## config.mk

```make
export PLATFORM = sky130hd
export DESIGN_NAME = game_dialog_ctl
export DESIGN_NICKNAME = d
export VERILOG_FILES = /design/src/rtl/game_dialog_ctl.sv
export SDC_FILE = /design/constraint.sdc
export NUM_CORES = 1
export LEC_CHECK = 0
export ABC_AREA = 1
export CORE_MARGIN = 4
export CORE_UTILIZATION = 58
export CTS_BUF_LIST = sky130_fd_sc_hd__clkbuf_16
export CTS_CLUSTER_DIAMETER = 30
export DETAILED_ROUTE_END_ITERATION = 10
export DONT_BUFFER_PORTS = 1
export PLACE_DENSITY = 0.74
export SYNTH_ARGS = -nofsm -noshare
export SYNTH_HDL_FRONTEND = slang
export SYNTH_SLANG_ARGS = --single-unit
```

## constraint.sdc

```tcl
create_clock -name clk -period 2.02 [get_ports clk]
set_input_delay 0.101 -clock clk [delete_from_list [all_inputs] [get_ports clk]]
set_output_delay 0.101 -clock clk [all_outputs]
set_load 0.01 [all_outputs]
```

## src/rtl/game_dialog_ctl.sv

```systemverilog
// ----------------------------------------------------------------------------
// game_dialog_ctl
//
// Sequences the in-game dialog overlay. It watches the trigger zone under the
// player and the accept key. It selects which text block and page the renderer
// shows, drives the per-frame typewriter reveal count, and owns the sticky
// game-progress flags.
//
// Optional feature: define GAME_DIALOG_TYPEWRITER_EN to reveal text gradually
// on each frame tick. Without it, a page is shown in full one cycle after it
// is entered, and frame ticks are ignored.
//
// Ports
//   clk          pixel clock
//   rst          asynchronous active-high reset
//   key          current key code (level, 0 = none)
//   current_pix  zone code under the player: 2 NPC1, 3 NPC2, 4 door, 6 item
//   vblnk        vertical blank; its rising edge is the frame tick
//   dialog_sel   selected dialog: 0 none, 1 NPC1, 2 NPC2 pre-item,
//                3 NPC2 post-item, 4 door locked, 5 door open, 6 item
//   page         page index within the selected dialog
//   reveal_cnt   number of characters of the page the renderer may draw
//   dialog_on    overlay enable
//   item, item2, door  sticky progress flags, cleared only by reset
// ----------------------------------------------------------------------------
module game_dialog_ctl #(
    parameter logic [3:0]  KEY_ACCEPT      = 4'h1,
    parameter int unsigned PAGE_CHARS      = 128,
    parameter int unsigned CHARS_PER_FRAME = 2
) (
    input  logic       clk,
    input  logic       rst,
    input  logic [3:0] key,
    input  logic [3:0] current_pix,
    input  logic       vblnk,
    output logic [2:0] dialog_sel,
    output logic [1:0] page,
    output logic [7:0] reveal_cnt,
    output logic       dialog_on,
    output logic       item,
    output logic       item2,
    output logic       door
);

    typedef enum logic [1:0] {StIdle, StType, StFull, StDone} state_e;

    localparam logic [3:0] ZoneNpc1 = 4'd2;
    localparam logic [3:0] ZoneNpc2 = 4'd3;
    localparam logic [3:0] ZoneDoor = 4'd4;
    localparam logic [3:0] ZoneItem = 4'd6;

    localparam logic [2:0] SelNone       = 3'd0;
    localparam logic [2:0] SelNpc1       = 3'd1;
    localparam logic [2:0] SelNpc2Pre    = 3'd2;
    localparam logic [2:0] SelNpc2Post   = 3'd3;
    localparam logic [2:0] SelDoorLocked = 3'd4;
    localparam logic [2:0] SelDoorOpen   = 3'd5;
    localparam logic [2:0] SelItem       = 3'd6;

    localparam logic [7:0] RevealFull = 8'(PAGE_CHARS);
    localparam logic [8:0] RevealFull9 = 9'(PAGE_CHARS);
    localparam logic [8:0] RevealStep9 = 9'(CHARS_PER_FRAME);

    state_e     state_q, state_d;
    logic [3:0] zone_q, zone_d;
    logic [3:0] key_q;
    logic       vblnk_q;
    logic [2:0] sel_q, sel_d;
    logic [1:0] page_q, page_d;
    logic [7:0] reveal_q, reveal_d;
    logic       on_q, on_d;
    logic       item_q, item_d;
    logic       item2_q, item2_d;
    logic       door_q, door_d;

    logic       key_press;
    logic       frame_tick;
    logic       zone_trigger;
    logic       zone_left;
    logic [1:0] last_page;
    logic [8:0] reveal_sum;

    // Edge detectors: a held key or a long vblank produces a single event.
    assign key_press  = (key == KEY_ACCEPT) && (key_q != KEY_ACCEPT);
    assign frame_tick = vblnk && !vblnk_q;

    assign zone_trigger = (current_pix == ZoneNpc1) || (current_pix == ZoneNpc2) ||
                          (current_pix == ZoneDoor) || (current_pix == ZoneItem);
    assign zone_left    = (current_pix != zone_q);

    // Only the NPC1 dialog has a second page.
    assign last_page = (sel_q == SelNpc1) ? 2'd1 : 2'd0;

    // Widened so a step past the page size cannot wrap before the clamp.
    assign reveal_sum = {1'b0, reveal_q} + RevealStep9;

`ifndef GAME_DIALOG_TYPEWRITER_EN
    logic unused_typewriter;
    assign unused_typewriter = ^{frame_tick, reveal_sum};
`endif

    always_comb begin
        state_d  = state_q;
        zone_d   = zone_q;
        sel_d    = sel_q;
        page_d   = page_q;
        reveal_d = reveal_q;
        on_d     = on_q;
        item_d   = item_q;
        item2_d  = item2_q;
        door_d   = door_q;

        unique case (state_q)
            StIdle: begin
                sel_d    = SelNone;
                page_d   = 2'd0;
                reveal_d = 8'd0;
                on_d     = 1'b0;
                if (zone_trigger) begin
                    state_d = StType;
                    zone_d  = current_pix;
                    on_d    = 1'b1;
                    if (current_pix == ZoneNpc1) begin
                        sel_d = SelNpc1;
                    end else if (current_pix == ZoneNpc2) begin
                        sel_d = item_q ? SelNpc2Post : SelNpc2Pre;
                    end else if (current_pix == ZoneDoor) begin
                        sel_d = door_q ? SelDoorOpen : SelDoorLocked;
                    end else begin
                        sel_d = SelItem;
                    end
                end
            end

            StType: begin
                if (zone_left) begin
                    // Walking away abandons the dialog with no action.
                    state_d  = StIdle;
                    sel_d    = SelNone;
                    page_d   = 2'd0;
                    reveal_d = 8'd0;
                    on_d     = 1'b0;
                end else begin
`ifdef GAME_DIALOG_TYPEWRITER_EN
                    if (key_press) begin
                        // Skip to the full page; this press is not an accept.
                        reveal_d = RevealFull;
                        state_d  = StFull;
                    end else if (frame_tick) begin
                        if (reveal_sum >= RevealFull9) begin
                            reveal_d = RevealFull;
                            state_d  = StFull;
                        end else begin
                            reveal_d = reveal_sum[7:0];
                        end
                    end
`else
                    reveal_d = RevealFull;
                    state_d  = StFull;
`endif
                end
            end

            StFull: begin
                if (zone_left) begin
                    state_d  = StIdle;
                    sel_d    = SelNone;
                    page_d   = 2'd0;
                    reveal_d = 8'd0;
                    on_d     = 1'b0;
                end else if (key_press) begin
                    if (page_q < last_page) begin
                        page_d   = page_q + 2'd1;
                        reveal_d = 8'd0;
                        state_d  = StType;
                    end else begin
                        // Final accept: apply the dialog's consequence.
                        if (sel_q == SelNpc2Pre) begin
                            item_d = 1'b1;
                        end
                        if ((sel_q == SelDoorLocked) && item_q) begin
                            door_d = 1'b1;
                        end
                        if ((sel_q == SelItem) && item_q) begin
                            item2_d = 1'b1;
                        end
                        state_d  = StDone;
                        sel_d    = SelNone;
                        page_d   = 2'd0;
                        reveal_d = 8'd0;
                        on_d     = 1'b0;
                    end
                end
            end

            StDone: begin
                sel_d    = SelNone;
                page_d   = 2'd0;
                reveal_d = 8'd0;
                on_d     = 1'b0;
                // Must step off the zone before it can trigger again.
                if (zone_left) begin
                    state_d = StIdle;
                end
            end

            default: begin
                state_d  = StIdle;
                sel_d    = SelNone;
                page_d   = 2'd0;
                reveal_d = 8'd0;
                on_d     = 1'b0;
            end
        endcase
    end

    always_ff @(posedge clk or posedge rst) begin
        if (rst) begin
            state_q  <= StIdle;
            zone_q   <= 4'd0;
            key_q    <= 4'd0;
            vblnk_q  <= 1'b0;
            sel_q    <= SelNone;
            page_q   <= 2'd0;
            reveal_q <= 8'd0;
            on_q     <= 1'b0;
            item_q   <= 1'b0;
            item2_q  <= 1'b0;
            door_q   <= 1'b0;
        end else begin
            state_q  <= state_d;
            zone_q   <= zone_d;
            key_q    <= key;
            vblnk_q  <= vblnk;
            sel_q    <= sel_d;
            page_q   <= page_d;
            reveal_q <= reveal_d;
            on_q     <= on_d;
            item_q   <= item_d;
            item2_q  <= item2_d;
            door_q   <= door_d;
        end
    end

    assign dialog_sel = sel_q;
    assign page       = page_q;
    assign reveal_cnt = reveal_q;
    assign dialog_on  = on_q;
    assign item       = item_q;
    assign item2      = item2_q;
    assign door       = door_q;

endmodule

```

* Yosys cells after proc, flatten, opt, wreduce, memory -nomap -nowiden
Index checks and enable logic that the tools add are counted.
** Word-level totals
- Flip-flop bits (word level) :: 27
- Latch bits :: 0
- Bits in writable memories :: 0
- Memory bits (read-only) :: 0
- Input port bits :: 11
- Word-level logic and storage cells :: 81
- Memories kept :: 0
** Operators by class
- Add/sub/neg operators :: 1
- Multipliers :: 0
- Div/mod/pow operators :: 0
- Magnitude comparators :: 1
- Equal/unequal tests :: 19
- Shift-type cells :: 0
- Muxes and demuxes :: 33
- Bitwise logic cells :: 2
- Reductions and logical operators :: 15
** Operators by type and width (number)
- two-way mux 8 bit :: 3
- one-hot mux 8 bit (3 select lines) :: 1
- two-way mux 3 bit :: 7
- two-way mux 2 bit :: 10
- AND reduction 5 bit :: 3
- one-hot mux 3 bit (4 select lines) :: 1
- == test 4 x 2 -> 1 bit (second input constant) :: 2
- == test 4 x 3 -> 1 bit (second input constant) :: 2
- two-way mux 1 bit :: 8
- one-hot mux 2 bit (4 select lines) :: 1
- == test 3 bit (second input constant) :: 2
- inequality test 2 bit (second input constant) :: 3
- inequality test 3 bit (second input constant) :: 2
- one-hot mux 2 bit (3 select lines) :: 1
- AND reduction 3 bit :: 2
- == test 2 bit (second input constant) :: 2
- == test 4 x 1 -> 1 bit (second input constant) :: 1
- inequality test 4 x 1 -> 1 bit (second input constant) :: 1
- inequality test 4 bit :: 1
- one-hot mux 1 bit (4 select lines) :: 1
- AND reduction 2 bit :: 2
- == test 3 x 1 -> 1 bit (second input constant) :: 1
- == test 3 x 2 -> 1 bit (second input constant) :: 1
- logical AND 1 bit :: 3
- 7 further kinds :: 10

* Longest topological paths before layout
- Depth after elaboration :: 7
- Mapped depth :: 9
- Gate-level depth less buffers :: 9

* Worst setup path after synthesis
Ideal clock, no wire load.
- Path kind :: register -> register
- Start :: register zone_q[1]
- End :: register state_q[0]
- Setup time :: 0.117 ns
- Data arrival time :: 1.048 ns
- Slack :: 0.855 ns
- Cell stages (with the launch flop) :: 10
- Buffers on the path :: 0
- Cell sequence :: dfrtp_1 > inv_1 > nand2_1 > nand2_4 > nor2_8 > nand2_4 > nor2_2 > o21ai_1 > nand3_1 > nand2_1
** On the way
- Cells in the longest elaborated chain, start to end :: 3
** Ends and longest elaborated chain
- from (decl) :: RTL line 65 : logic [3:0] zone_q, zone_d;
- from (signal assigned) :: RTL line 232 : zone_q <= zone_d;
- inequality test 4 bit * :: RTL line 89 : assign zone_left = (current_pix != zone_q);
- two-way mux 2 bit, or another cell as far along :: RTL line 165 : if (zone_left) begin
- one-hot mux 2 bit (4 select lines) / AND reduction 3 bit (equally long branches)
- to (signal assigned) :: RTL line 219 : state_q <= StIdle;
- to (signal assigned) :: RTL line 231 : state_q <= state_d;
- to (decl) :: RTL line 64 : state_e state_q, state_d;
Every way passes the cells marked *; elsewhere a longest branch is shown, timed or not.
A chain may end at the register's enable or synchronous reset.

* Worst setup path in the final report
- Start :: register sel_q[2], in the netlist dialog_sel[2]
- End :: register sel_q[1], in the netlist dialog_sel[1]
** On the way
- Cells in the longest elaborated chain, start to end :: 5
** Ends and longest elaborated chain
- from (decl) :: RTL line 68 : logic [2:0] sel_q, sel_d;
- from (signal assigned) :: RTL line 223 : sel_q <= SelNone;
- from (signal assigned) :: RTL line 235 : sel_q <= sel_d;
- == test 3 x 1 -> 1 bit :: RTL line 92 : assign last_page = (sel_q == SelNpc1) ? 2'd1 : 2'd0;
- two-way mux 1 bit :: RTL line 92
- less-than comparator 2 x 1 -> 1 bit :: RTL line 172 : if (page_q < last_page) begin
- inequality test 3 bit (no line)
- AND reduction 3 bit (no line)
Every way passes these cells.

==> results.md <==
Outcome:
- The run finished with clean final reports.

Worst setup path:
- The peak per-stage delay on the critical path is roughly 0.47 ns.
- For the worst setup path, the data arrival time is 1.47 ns.
- The buffers plus inverters on the worst setup path is 0.
- The worst setup path category is register to register.
- The dominant cell type by count on the critical path is nand2_1.
- The cell family contributing the most delay on the critical path is simple AND/OR/NAND/NOR gates.
- For this design, the slowest cell found on the critical path is dfrtp_1.
- The type of element launching the critical path is a register.
- The data required time of the critical path is between 2 and 2.5 ns.
- The largest fanout on the critical path is 6.
- STA classifies the critical path endpoint as a register.
- Traced cell by cell, the critical path runs through nor2_1 -> nand2_1 -> nor2_2 -> nand4_2 -> nand3_2 -> nand2_1 -> nand2_1.

Pwr:
- The overall power of the completed layout is approximately 1.4 mW.
- The maximum ir drop on the vdd rail is roughly 0.61 mV.
- The power per standard cell area is ~1100 nW/um^2.
- Summed over all cells, the static leakage comes to 0.673 nW.

Drt:
- Wire segments on met2 add up to approximately 1.0 mm in the final route.
- The DRC violation total after the first TritonRoute iteration is 24.
- The highest metal layer with signal wires is met4.
- The overall routed net length is 2.14 mm.
- The routed wire length on met3 is 130 microns.
- The routed via count is 832.
- The routed length per placed instance is 13.2 microns.
- In the routed layout, each cell is associated on average with a via count of approximately 5.1.
- In this run the remaining antenna-violating nets after routing total 0.
- The pre-antenna-repair detailed-routing pass consisted of 4 iterations.
- The met1 layer wirelength in the final routing is 956 microns.
- The DRC violation count after routing is 0.

STA:
- Summed over all failing endpoints, the final setup total negative slack is 0 ns.
- Setup repair after global routing left no endpoint under its margin.
- The minimum hold slack is 0.0221 ns.
- The count of final hold-check violations is 0.
- For the final database, setup skew stands at a little under 0.003 ns.
- The smallest clock period supported by the final layout is computed as 1.28 ns.
- Setup violations remaining at the end of the flow were counted as 0.
- The worst slew margin relative to its limit is 50.3%.
- The final cycle utilization of the critical path is 63.5%.
- The measured slew at the worst slew-check pin is about 0.74 ns.
- The maximum clock frequency is slightly below 0.8 GHz.
- Setup slack closes at 0.738 ns.
- The max-slew violation count was 0.

Global route:
- The sum of overflow across all layers after global routing is 0.
- The via count of the first global-routing pass is 847.
- The global-route usage over all layers is 19.4%.
- The largest net degree at the start of global routing is 21.
- The number of antenna violations at the first check in global routing is 0.
- The first-pass GRT wire length is 3.80 mm.

Yosys:
- The cell count after synthesis came out at 128.
- The average cell area after synthesis is 8.67 sq um.
- For this run, the number of Yosys warnings is 0.
- The distinct cell type count of the synthesized netlist is 28.
- The flop and latch count out of synthesis is 20.
- The sequential share of the synthesized area is 45.1%.
- After synthesis the cells add up to 1110 sq um.

Cells and area:
- The final-stage net count is approximately 150.
- The post-route netlist has 16.8% of its cells at a drive strength greater than 1.
- The relative area change from synthesis to final layout is 15.0%.
- Once layout is complete, the cells apart from fillers number 162.
- The number of antenna diodes in the final layout is 0.
- The post-route standard cell area excluding fillers is 1280 sq um.
- The final cell utilization of the core is 72.3%.

Floorplanning:
- The core region is between 1500 and 2000 sq um.
- The overall die width is 51.7 microns.
- For this configuration, the core starts out at a cell density of 62.9%.
- The die covers 2680 sq um.
- In this run the vertical extent of the chip is between 50 and 60 microns.
- The I/O pin count is 28.
- The floorplan row count is 15.

CTS:
- The clock tree from TritonCTS is built.
- The number of clock sinks is 20.
- After clock tree synthesis, the clock-pin slew on the worst setup and hold paths is about 0.060 ns.
- The clock tree buffer depth is 2.
- The number of clock buffers added by TritonCTS is 3.
- The clock latency at the later pin of the worst-skew pair is 0.25 ns.
- The cell sitting at the root of the clock tree is a clkbuf_16.
- The number of H-tree branching levels is 1.

Placed design:
- The worst setup slack before clock tree synthesis is 0.743 ns.
- The cell count after placement is between 150 and 200.
- The congestion estimate from routability-driven global placement came to 0.813.
- Once placement finished, the instance area stood at about 1100 sq um.
- In this run the tool buffered the top-level ports with 0 buffer cells.
- The estimated wirelength of the detail-placed design is 1.50 mm.

Job:
- The number of maximum-capacitance violations is 0.

Worst hold path:
- The kind of path behind the tightest hold check is input port to register.
==> worst reg2reg max path, cell delays in order (launching register included) <==
cell and delay (ns):
dfrtp_1 0.47, nor2_1 0.12, nand2_1 0.07, nor2_2 0.16, nand4_2 0.14, nand3_2 0.14
nand2_1 0.06, nand2_1 0.06
==> layout by cell type, fill, tap and decap left out <==
cell type	Yosys	layout
nand3_1	9	9
nor2_2	3	3
o21ai_1	3	3
nor3b_1	1	1
nand4_1	2	2
bufinv_16	0	1
or2_1	1	1
nor2_4	1	1
o21ai_0	4	4
nand3_2	1	1
a31o_1	1	1
conb_1	1	7
inv_1	14	14
clkbuf_16	0	3
nand3b_1	1	1
nand2_2	3	3
nand4_4	1	1
dfrtp_1	20	20
nand4_2	1	1
a21oi_1	2	2
nor2_8	2	2
inv_2	3	3
nor3_1	1	1
nand2_1	31	31
nor2_1	9	9
dlygate4sd3_1	0	6
a21boi_1	1	1
o211ai_1	1	1
nand3b_4	1	1
nand2_4	3	3
==> Yosys cell counts <==
cell | instances | area share, %
nand4_4 | 1 | 1.9
a31o_1 | 1 | 0.79
nand3b_4 | 1 | 1.8
or2_1 | 1 | 0.56
dfrtp_1 | 20 | 45
nand4_1 | 2 | 1.1
nor2_2 | 3 | 1.7
o21ai_0 | 4 | 1.8
nand3_2 | 1 | 0.90
nor3_1 | 1 | 0.45
conb_1 | 1 | 0.34
nand2_4 | 3 | 3.0
nor2_1 | 9 | 3.0
nor2_4 | 1 | 1.0
nand2_2 | 3 | 1.7
nand2_1 | 31 | 10
inv_2 | 3 | 1.0
o21ai_1 | 3 | 1.4
o211ai_1 | 1 | 0.68
nand4_2 | 1 | 1.1
a21oi_1 | 2 | 0.90
a21boi_1 | 1 | 0.68
buf_4 | 7 | 4.7
nor2_8 | 2 | 3.6
nor3b_1 | 1 | 0.68
inv_1 | 14 | 4.7
nand3_1 | 9 | 4.1
nand3b_1 | 1 | 0.68
==> kinds of logic after synthesis <==
kind of cell | synth area share, %
other | 0.338
buffers and inverters | 10.5
AO/OA/AOI/OAI | 6.20
flip-flops | 45.1
AND/OR/NAND/NOR | 37.9
==> layout make-up <==
class                           count  area [sq um]
Multi-Input combinational cell     90           515
Sequential cell                    20           500
Fill cell                         139           488
Clock buffer                        3          75.1
Inverter                           17          63.8
Timing Repair Buffer                6          60.1
Tap cell                           25          31.3
Clock inverter                      1          30.0
==> flip-flops by register name, indices dropped and copies added (netlist names) <==
register / cells
item: 1
key_q: 4
page: 2
door: 1
item2: 1
dialog_sel: 3
zone_q: 4
state_q: 2
reveal_cnt: 1
dialog_on: 1
==> layer usage <==
layer	vias to the layer above	GRT usage, %
li1	410	-
met1	395	25.6
met2	23	30.7
met3	4	5.16
met4	0	6.55
met5	-	0
==> power by group <==
group / leakage (nW) / internal [mW] / total [mW] / switching, mW
logic: 0.370 / 0.120 / 0.338 / 0.218
clock network: 0.0511 / 0.393 / 0.544 / 0.150
registers: 0.252 / 0.459 / 0.522 / 0.0633
==> final timing paths <==
path,from,end,slack [ns],cells past startpoint
max,dialog_sel[2],dialog_sel[1],0.74,7
min,current_pix[1],zone_q[1],0.02,2
max reg2reg,dialog_sel[2],dialog_sel[1],0.74,7
min reg2reg,zone_q[3],zone_q[3],0.52,2
max in group asynchronous,rst,state_q[1],1.12,2
min in group asynchronous,rst,key_q[2],0.43,2
==> repair_timing <==
| item | in CTS | in global routing |
|---|---|---|
| hold buffers | 6 | 0 |
| hold endpoints to repair | 25 | 0 |
| resized for setup | 0 | 0 |
| buffers inserted | 0 | 0 |
(Power assumes the default switching activity.)
